`src/rtl/toggle_monitor_if.sv`:
```
// toggle_monitor_if: groups the monitored toggle line and the measurement
// results of toggle_monitor.
//   A        monitored toggle line (source -> monitor)
//   LEVEL    synchronised copy of A
//   VALID    one-cycle pulse, HALF_PER updated
//   HALF_PER last measured half-period in CLK cycles
//   LOCKED   monitor is locked onto a running line
//   STALL    no transition seen within the timeout window
// master: the side that drives A and consumes results; slave: the monitor.
interface toggle_monitor_if #(
  parameter int unsigned CNT_W = 16
);
  logic             A;
  logic             LEVEL;
  logic             VALID;
  logic [CNT_W-1:0] HALF_PER;
  logic             LOCKED;
  logic             STALL;

  modport master (
    output A,
    input  LEVEL, VALID, HALF_PER, LOCKED, STALL
  );

  modport slave (
    input  A,
    output LEVEL, VALID, HALF_PER, LOCKED, STALL
  );
endinterface

```
`src/rtl/toggle_monitor.sv`:
```
// toggle_monitor: far-end receiver for a divided/toggling status line.
// Synchronises A into the CLK domain, detects each transition, measures the
// half-period in CLK cycles and reports lock/stall status.
// Ports:
//   CLK  system clock, rising edge
//   R_N  asynchronous active-low reset
//   bus  toggle_monitor_if.slave (A in; LEVEL, VALID, HALF_PER, LOCKED, STALL out)
// Parameters:
//   CNT_W    width of the cycle counter and HALF_PER
//   TIMEOUT  cycles without a transition before STALL (2 .. 2^CNT_W-1)
module toggle_monitor #(
  parameter int unsigned CNT_W   = 16,
  parameter int unsigned TIMEOUT = 1000
) (
  input logic              CLK,
  input logic              R_N,
  toggle_monitor_if.slave  bus
);

  typedef enum logic [1:0] {
    S_IDLE  = 2'd0,
    S_ARM   = 2'd1,
    S_LOCK  = 2'd2,
    S_STALL = 2'd3
  } state_t;

  localparam logic [CNT_W-1:0] CNT_MAX = '1;
  localparam logic [CNT_W-1:0] CNT_ONE = CNT_W'(1);
  localparam logic [CNT_W-1:0] TO_LAST = CNT_W'(TIMEOUT - 1);

  logic             aS1;
  logic             aS2;
  logic             aPrev;
  logic [CNT_W-1:0] cnt;
  logic [CNT_W-1:0] halfPer;
  logic             valid;
  state_t           state;
  state_t           nextState;

  logic edgeSeen;
  logic timeoutHit;
  logic measure;
  logic cntSat;

  assign edgeSeen   = aS2 ^ aPrev;
  assign timeoutHit = (cnt == TO_LAST);
  assign cntSat     = (cnt == CNT_MAX);

  // Next-state logic. An edge always takes priority over the timeout, so a
  // transition landing exactly on the timeout cycle keeps the lock.
  always_comb begin
    nextState = state;
    measure   = 1'b0;
    unique case (state)
      S_IDLE: begin
        // Start point unknown: arm only, no measurement.
        if (edgeSeen) nextState = S_ARM;
      end
      S_ARM, S_LOCK: begin
        if (edgeSeen) begin
          nextState = S_LOCK;
          measure   = 1'b1;
        end else if (timeoutHit) begin
          nextState = S_STALL;
        end
      end
      S_STALL: begin
        // Interval since the previous edge is unbounded: re-arm only.
        if (edgeSeen) nextState = S_ARM;
      end
      default: nextState = S_IDLE;
    endcase
  end

  always_ff @(posedge CLK or negedge R_N) begin
    if (!R_N) begin
      aS1     <= 1'b0;
      aS2     <= 1'b0;
      aPrev   <= 1'b0;
      cnt     <= '0;
      halfPer <= '0;
      valid   <= 1'b0;
      state   <= S_IDLE;
    end else begin
      aS1   <= bus.A;
      aS2   <= aS1;
      aPrev <= aS2;
      state <= nextState;
      valid <= measure;

      // cnt holds cycles elapsed since the last acted edge, saturating.
      if (edgeSeen)    cnt <= '0;
      else if (!cntSat) cnt <= cnt + CNT_ONE;

      // The acting edge cycle itself counts, hence cnt+1.
      if (measure) halfPer <= cntSat ? CNT_MAX : cnt + CNT_ONE;
    end
  end

  assign bus.LEVEL    = aS2;
  assign bus.VALID    = valid;
  assign bus.HALF_PER = halfPer;
  assign bus.LOCKED   = (state == S_LOCK);
  assign bus.STALL    = (state == S_STALL);

endmodule
```
`src/flat_wrapper.sv`:
```
// flat-port wrapper written by rule: the top's interface ports become plain ports
module toggle_monitor_flat 
#(
  parameter int unsigned CNT_W   = 16,
  parameter int unsigned TIMEOUT = 1000
)
  (CLK, R_N, bus_A, bus_LEVEL, bus_VALID, bus_HALF_PER, bus_LOCKED, bus_STALL);
  toggle_monitor_if #(.CNT_W(CNT_W)) bus_i ();
  input logic CLK;
  input logic R_N;
  input wire logic [$bits(bus_i.A)-1:0] bus_A;
  output wire logic [$bits(bus_i.LEVEL)-1:0] bus_LEVEL;
  output wire logic [$bits(bus_i.VALID)-1:0] bus_VALID;
  output wire logic [$bits(bus_i.HALF_PER)-1:0] bus_HALF_PER;
  output wire logic [$bits(bus_i.LOCKED)-1:0] bus_LOCKED;
  output wire logic [$bits(bus_i.STALL)-1:0] bus_STALL;
  assign bus_i.A = bus_A;
  assign bus_LEVEL = bus_i.LEVEL;
  assign bus_VALID = bus_i.VALID;
  assign bus_HALF_PER = bus_i.HALF_PER;
  assign bus_LOCKED = bus_i.LOCKED;
  assign bus_STALL = bus_i.STALL;
  toggle_monitor #(.CNT_W(CNT_W), .TIMEOUT(TIMEOUT)) u_core (.CLK(CLK), .R_N(R_N), .bus(bus_i));
endmodule
```
`config.mk`:
```
export PLATFORM = sky130hd
export DESIGN_NAME = toggle_monitor_flat
export DESIGN_NICKNAME = d
export VERILOG_FILES = /design/src/rtl/toggle_monitor_if.sv /design/src/rtl/toggle_monitor.sv /design/src/flat_wrapper.sv
export SDC_FILE = /design/constraint.sdc
export NUM_CORES = 1
export LEC_CHECK = 0
export CORE_ASPECT_RATIO = 0.5
export CORE_MARGIN = 2
export CORE_UTILIZATION = 45
export CTS_CLUSTER_SIZE = 24
export DETAILED_ROUTE_END_ITERATION = 8
export DONT_BUFFER_PORTS = 1
export PLACE_DENSITY = 0.7
export SLEW_MARGIN = 20
export SYNTH_ARGS = -nofsm -noshare
export SYNTH_HDL_FRONTEND = slang
export SYNTH_SLANG_ARGS = --single-unit
```
`constraint.sdc`:
```
create_clock -name CLK -period 2.8 [get_ports CLK]
set_clock_uncertainty 0.15 [all_clocks]
set_input_delay 0.28 -clock CLK [delete_from_list [all_inputs] [get_ports CLK]]
set_output_delay 0.28 -clock CLK [all_outputs]
set_load 0.01 [all_outputs]
```
After elaboration in Yosys (flattened, before gate mapping)
Cells that the tools add are included.
{"block": "totals", "output_inout_bits": 20, "memories": 0, "register_bits": 38, "latch_bits": 0, "romBits": 0, "ramBits": 0, "input_bits": 3}
{"block": "op_classes", "order_cmp": 0, "reduce_logical": 4, "n_eq_ne": 8, "shifts": 0, "muxes": 9, "bitwise_logic": 1, "addsub": 1, "div": 0, "multipliers": 0}
{"op": "two-way mux 16 bit", "count": 3}
{"op": "adder 16 x 1 -> 16 bit (second input constant)", "count": 1}
{"op": "== test 16 x 10 -> 1 bit (second input constant)", "count": 1}
{"op": "== test 16 bit (second input constant)", "count": 1}
{"op": "two-way mux 2 bit", "count": 3}
{"op": "== test 2 bit (second input constant)", "count": 2}
{"op": "!= test 2 x 1 -> 1 bit (second input constant)", "count": 2}
{"op": "one-hot mux 2 bit (2 select lines)", "count": 1}
{"op": "OR reduction 2 bit", "count": 2}
{"op": "!= test 3 x 1 -> 1 bit (second input constant)", "count": 1}
{"op": "== test 2 x 1 -> 1 bit (second input constant)", "count": 1}
{"op": "zero test 2 bit", "count": 1}
{"op": "two-way mux 1 bit", "count": 2}
{"op": "AND reduction 2 bit", "count": 1}
{"op": "XOR 1 bit", "count": 1}

Longest topological paths before layout
{"block": "depth", "word_depth": 4, "depth_mapped": 7, "ltp_nobuf": 6}

Worst setup path before layout
Ideal clock, no wire load.
{"block": "synth_path", "path_type": "register -> register", "from": "register u_core.cnt[0]", "to": "register u_core.halfPer[5] (netlist: u_core.bus.HALF_PER[5])", "setup_time_ps": 80, "setup_slack_ps": 851, "stages_incl_launch_ff": 7, "arrival_ps": 1719, "synth_period_minus_slack_ps": 1949, "cell_sequence": "dfrtp_1 -> ha_1 -> nand3_4 -> or4_1 -> buf_2 -> buf_6 -> a31oi_4"}
{"block": "synth_via", "elab_chain_cells": 2}
{"element": "start: declaration", "line": "toggle_monitor.sv:34", "source": "logic [CNT_W-1:0] cnt;"}
{"element": "start signal: assignment", "line": "toggle_monitor.sv:93", "source": "else if (!cntSat) cnt <= cnt + CNT_ONE;"}
{"element": "adder 16 x 1 -> 16 bit or == test 16 bit (tied branches)", "line": "toggle_monitor.sv:96, toggle_monitor.sv:47"}
{"element": "two-way mux 16 bit *", "line": "toggle_monitor.sv:96", "source": "if (measure) halfPer <= cntSat ? CNT_MAX : cnt + CNT_ONE;"}
{"element": "end signal: assignment", "line": "toggle_monitor.sv:96"}
{"element": "end: declaration", "line": "toggle_monitor.sv:35", "source": "logic [CNT_W-1:0] halfPer;"}
Every way passes the cells marked *; elsewhere a longest branch is shown, timed or not.
A chain may end at the register's enable or synchronous reset.

Worst setup path in the final report
{"block": "layout_path", "from": "register u_core.cnt[0]", "to": "register u_core.halfPer[7] (netlist: u_core.bus.HALF_PER[7])"}
The elaborated chain is that of the path after synthesis.

==> flow_summary.json <==
{
  "arrival_ns": 2.42,
  "synth-edff-count": 0,
  "ys_top_cells_by_area": "dfrtp_1 (56%), nor2_1 (5.7%), nand2_1 (3.7%)",
  "synthFlopType": "dfrtp_1",
  "final-setup-viol-count": 0,
  "drive_above_1_share_pct": 11.4,
  "wl_per_cell_um": 15.7,
  "placedCellCount": 206,
  "worstSetupEndpointType": "flip-flop",
  "grt_max_degree": 39,
  "cts_tree": "done",
  "gp_congestion": 0.854,
  "synth.most_common_cell": "dfrtp_1",
  "antenna_cells": 0,
  "die_area_mm2": 0.00433,
  "fp-row-count": 15,
  "ant_nets": 0,
  "hold_violations": 0,
  "ys_types": 34,
  "power_density_mw_per_mm2": 801,
  "nets": 171,
  "path_class": "reg2reg",
  "clock_path_buffers": 2,
  "vdd_drop_max_v": 0.000263,
  "fillers": 322,
  "hold_path_class": "reg2reg",
  "grt_first_pass_wirelength_mm": 5.61,
  "totalWireLength_mm": 3.40,
  "grt_setup_unrepaired": "no",
  "worst_pin_slew_ns": 0.693,
  "post-cts-setup-buffers": 0,
  "worstPathCellList": "ha_1 > nand3_4 > or4_1 > o21a_1 > o21ai_1",
  "area_growth_syn_to_layout_pct": 11.1,
  "path_max_fanout": 14,
  "synth_top_cell_by_area": "dfrtp_1",
  "max_slew_margin_pct": 53.4,
  "synthDominantCellAreaShare_pct": 55.7,
  "cts_hold_buf": 3,
  "synthTopCellsByCount": "dfrtp_1 (38), nor2_1 (26), nand2_1 (17), a21oi_1 (7)",
  "drcViolationCount": 0,
  "grt_pass1_vias": 1117,
  "numPortBuffers": 0,
  "slowest_delay_ns": 0.86,
  "start_util_pct": 48.4,
  "syn_avg_cell_area_um2": 10.7,
  "slowest_stage": "or4_1",
  "grt_use_total_pct": 18.0,
  "synthCells": 160,
  "cts_resized": 0,
  "synth_area_mm2": 0.00171,
  "status": "finished, final reports clean",
  "cts.sink_count": 38,
  "tns_ns": 0,
  "final_cells": 217,
  "slew_viol_final": 0,
  "clk_pin_slew_ns": 0.08,
  "overflow": 0,
  "num_vias": 1181,
  "layout_worst_path_cycle_share_pct": 83.6,
  "detail_route.vias_per_cell": 5.44,
  "drt_iter0_markers": 92,
  "htreeDepth": 2,
  "clock_latency_ns": 0.29,
  "hpwl_mm": 2.30,
  "fmax_mhz": 427,
  "async_flop_share_pct": 100,
  "p_leak_nw": 0.788,
  "dr.pass1.iters": 4,
  "synth-seq-cells": 38,
  "finalCriticalPeriod_ns": 2.34,
  "antenna_found_initial": 0,
  "seq_area_frac_synth_pct": 55.7,
  "crit_required_ns": 2.88,
  "die_w_um": 91.1,
  "cts_buffers": 5,
  "maxCapViolCount": 0,
  "io_pins": 23,
  "synth_nets": 166,
  "fp.dieH_um": 47.5,
  "core_mm2": 0.00353,
  "root_buffer": "clkbuf_8",
  "cp-start-kind": "flip-flop",
  "yosys_warnings": 0
}
logic make-up (layout without fill, tap and decap cells):
kind of cell | Yosys count | after routing | synth area share (%)
xor gates and xnor gates | 9 | 9 | 4.62
DFF | 38 | 38 | 55.7
muxes | 3 | 3 | 1.76
buffers and inverters | 11 | 17 | 3.08
AOI/OAI and AO/OA | 29 | 29 | 12.5
and+or+nand+nor | 67 | 67 | 20.2
adders and majority gates | 3 | 3 | 2.20
worst max-delay path: cells and delay by family (launching register included):
kind,cells,cell delay (ns)
adders and majority gates,1,0.30
AOI/OAI and AO/OA,2,0.35
DFF,1,0.46
and+or+nand+nor,2,1.01
sequential cells by signal, indices dropped and copies added (netlist names):
signal and flops:
u_core.bus.HALF_PER 16, u_core.cnt 16, u_core.state 2, u_core.aPrev 1
u_core.aS1 1, u_core.bus.LEVEL 1, u_core.bus.VALID 1
layout make-up:
cell class                 count  area [um^2]  share of cell area, %
timing repair buffer           5         55.1                   2.90
clock inverter                 3         40.0                   2.11
multi-input combinational    111          703                   37.1
inverter                       4         15.0                  0.792
tap                           51         63.8                   3.36
sequential                    38          951                   50.1
clock buffer                   5         68.8                   3.63
per-stage QoR:
step	worst slack, ns	hold slack (ns)	utilization (%)	area, um^2	power [mW]
after floorplan	0.851	-0.166	-	1710	0.991
after global placement	0.577	-0.165	49.5	1750	1.05
after detailed placement	0.493	-0.165	49.5	1750	1.06
after CTS	0.476	0.202	53.8	1900	1.53
after global routing	0.316	0.208	53.8	1900	1.61
final	0.458	0.201	53.8	1900	1.52
layout by cell type (no fill, tap or decap):
| cell | instances |
|---|---|
| a21oi_1 | 7 |
| a221oi_1 | 2 |
| a31oi_1 | 4 |
| a31oi_2 | 4 |
| a31oi_4 | 1 |
| a41oi_1 | 1 |
| and4_1 | 1 |
| buf_12 | 1 |
| buf_4 | 2 |
| bufinv_16 | 1 |
| clkbuf_8 | 5 |
| clkinv_2 | 2 |
| dfrtp_1 | 38 |
| dlygate4sd3_1 | 2 |
| ha_1 | 3 |
| inv_1 | 4 |
| mux2i_1 | 3 |
| nand2_1 | 17 |
| nand2b_1 | 1 |
| nand3_1 | 2 |
| nand3_4 | 1 |
| nand4_1 | 4 |
| nand4_4 | 1 |
| nor2_1 | 26 |
| nor3_1 | 4 |
| nor3b_1 | 1 |
| nor4_1 | 4 |
| nor4_2 | 1 |
| nor4b_1 | 1 |
| o21a_1 | 1 |
| o21ai_0 | 6 |
| o21ai_1 | 2 |
| o31ai_1 | 1 |
| or3_1 | 2 |
| or4_1 | 1 |
| xnor2_1 | 6 |
| xor2_1 | 3 |
worst paths after layout:
kind / startpoint / end / slack [ns] / cells after the start
min in group asynchronous: R_N / u_core.bus.HALF_PER[3] / 0.31 / 2
max in group asynchronous: R_N / u_core.bus.HALF_PER[13] / 2.00 / 2
max reg2reg: u_core.cnt[0] / u_core.bus.HALF_PER[7] / 0.46 / 5
min: u_core.aS1 / u_core.bus.LEVEL / 0.20 / 0
min reg2reg: u_core.aS1 / u_core.bus.LEVEL / 0.20 / 0
max: u_core.cnt[0] / u_core.bus.HALF_PER[7] / 0.46 / 5
metal layers:
| layer | vias to the layer above | global-route usage (%) | part of all wire, % |
|---|---|---|---|
| met2 | 31 | 25.6 | 40 |
| li1 | 573 | - | - |
| met5 | - | 0 | 0 |
| met4 | 0 | 9.09 | 1.2 |
| met1 | 572 | 23.3 | 51 |
| met3 | 5 | 8.82 | 8.0 |
power breakdown:
group	switching [mW]	leakage [nW]	internal [mW]	total, mW
Combinational	0.204	0.231	0.126	0.330
Sequential	0.0935	0.499	0.639	0.732
Clock	0.195	0.0579	0.262	0.458
Total	0.493	0.788	1.03	1.52
Note: power is estimated with default switching activity, not from simulation.
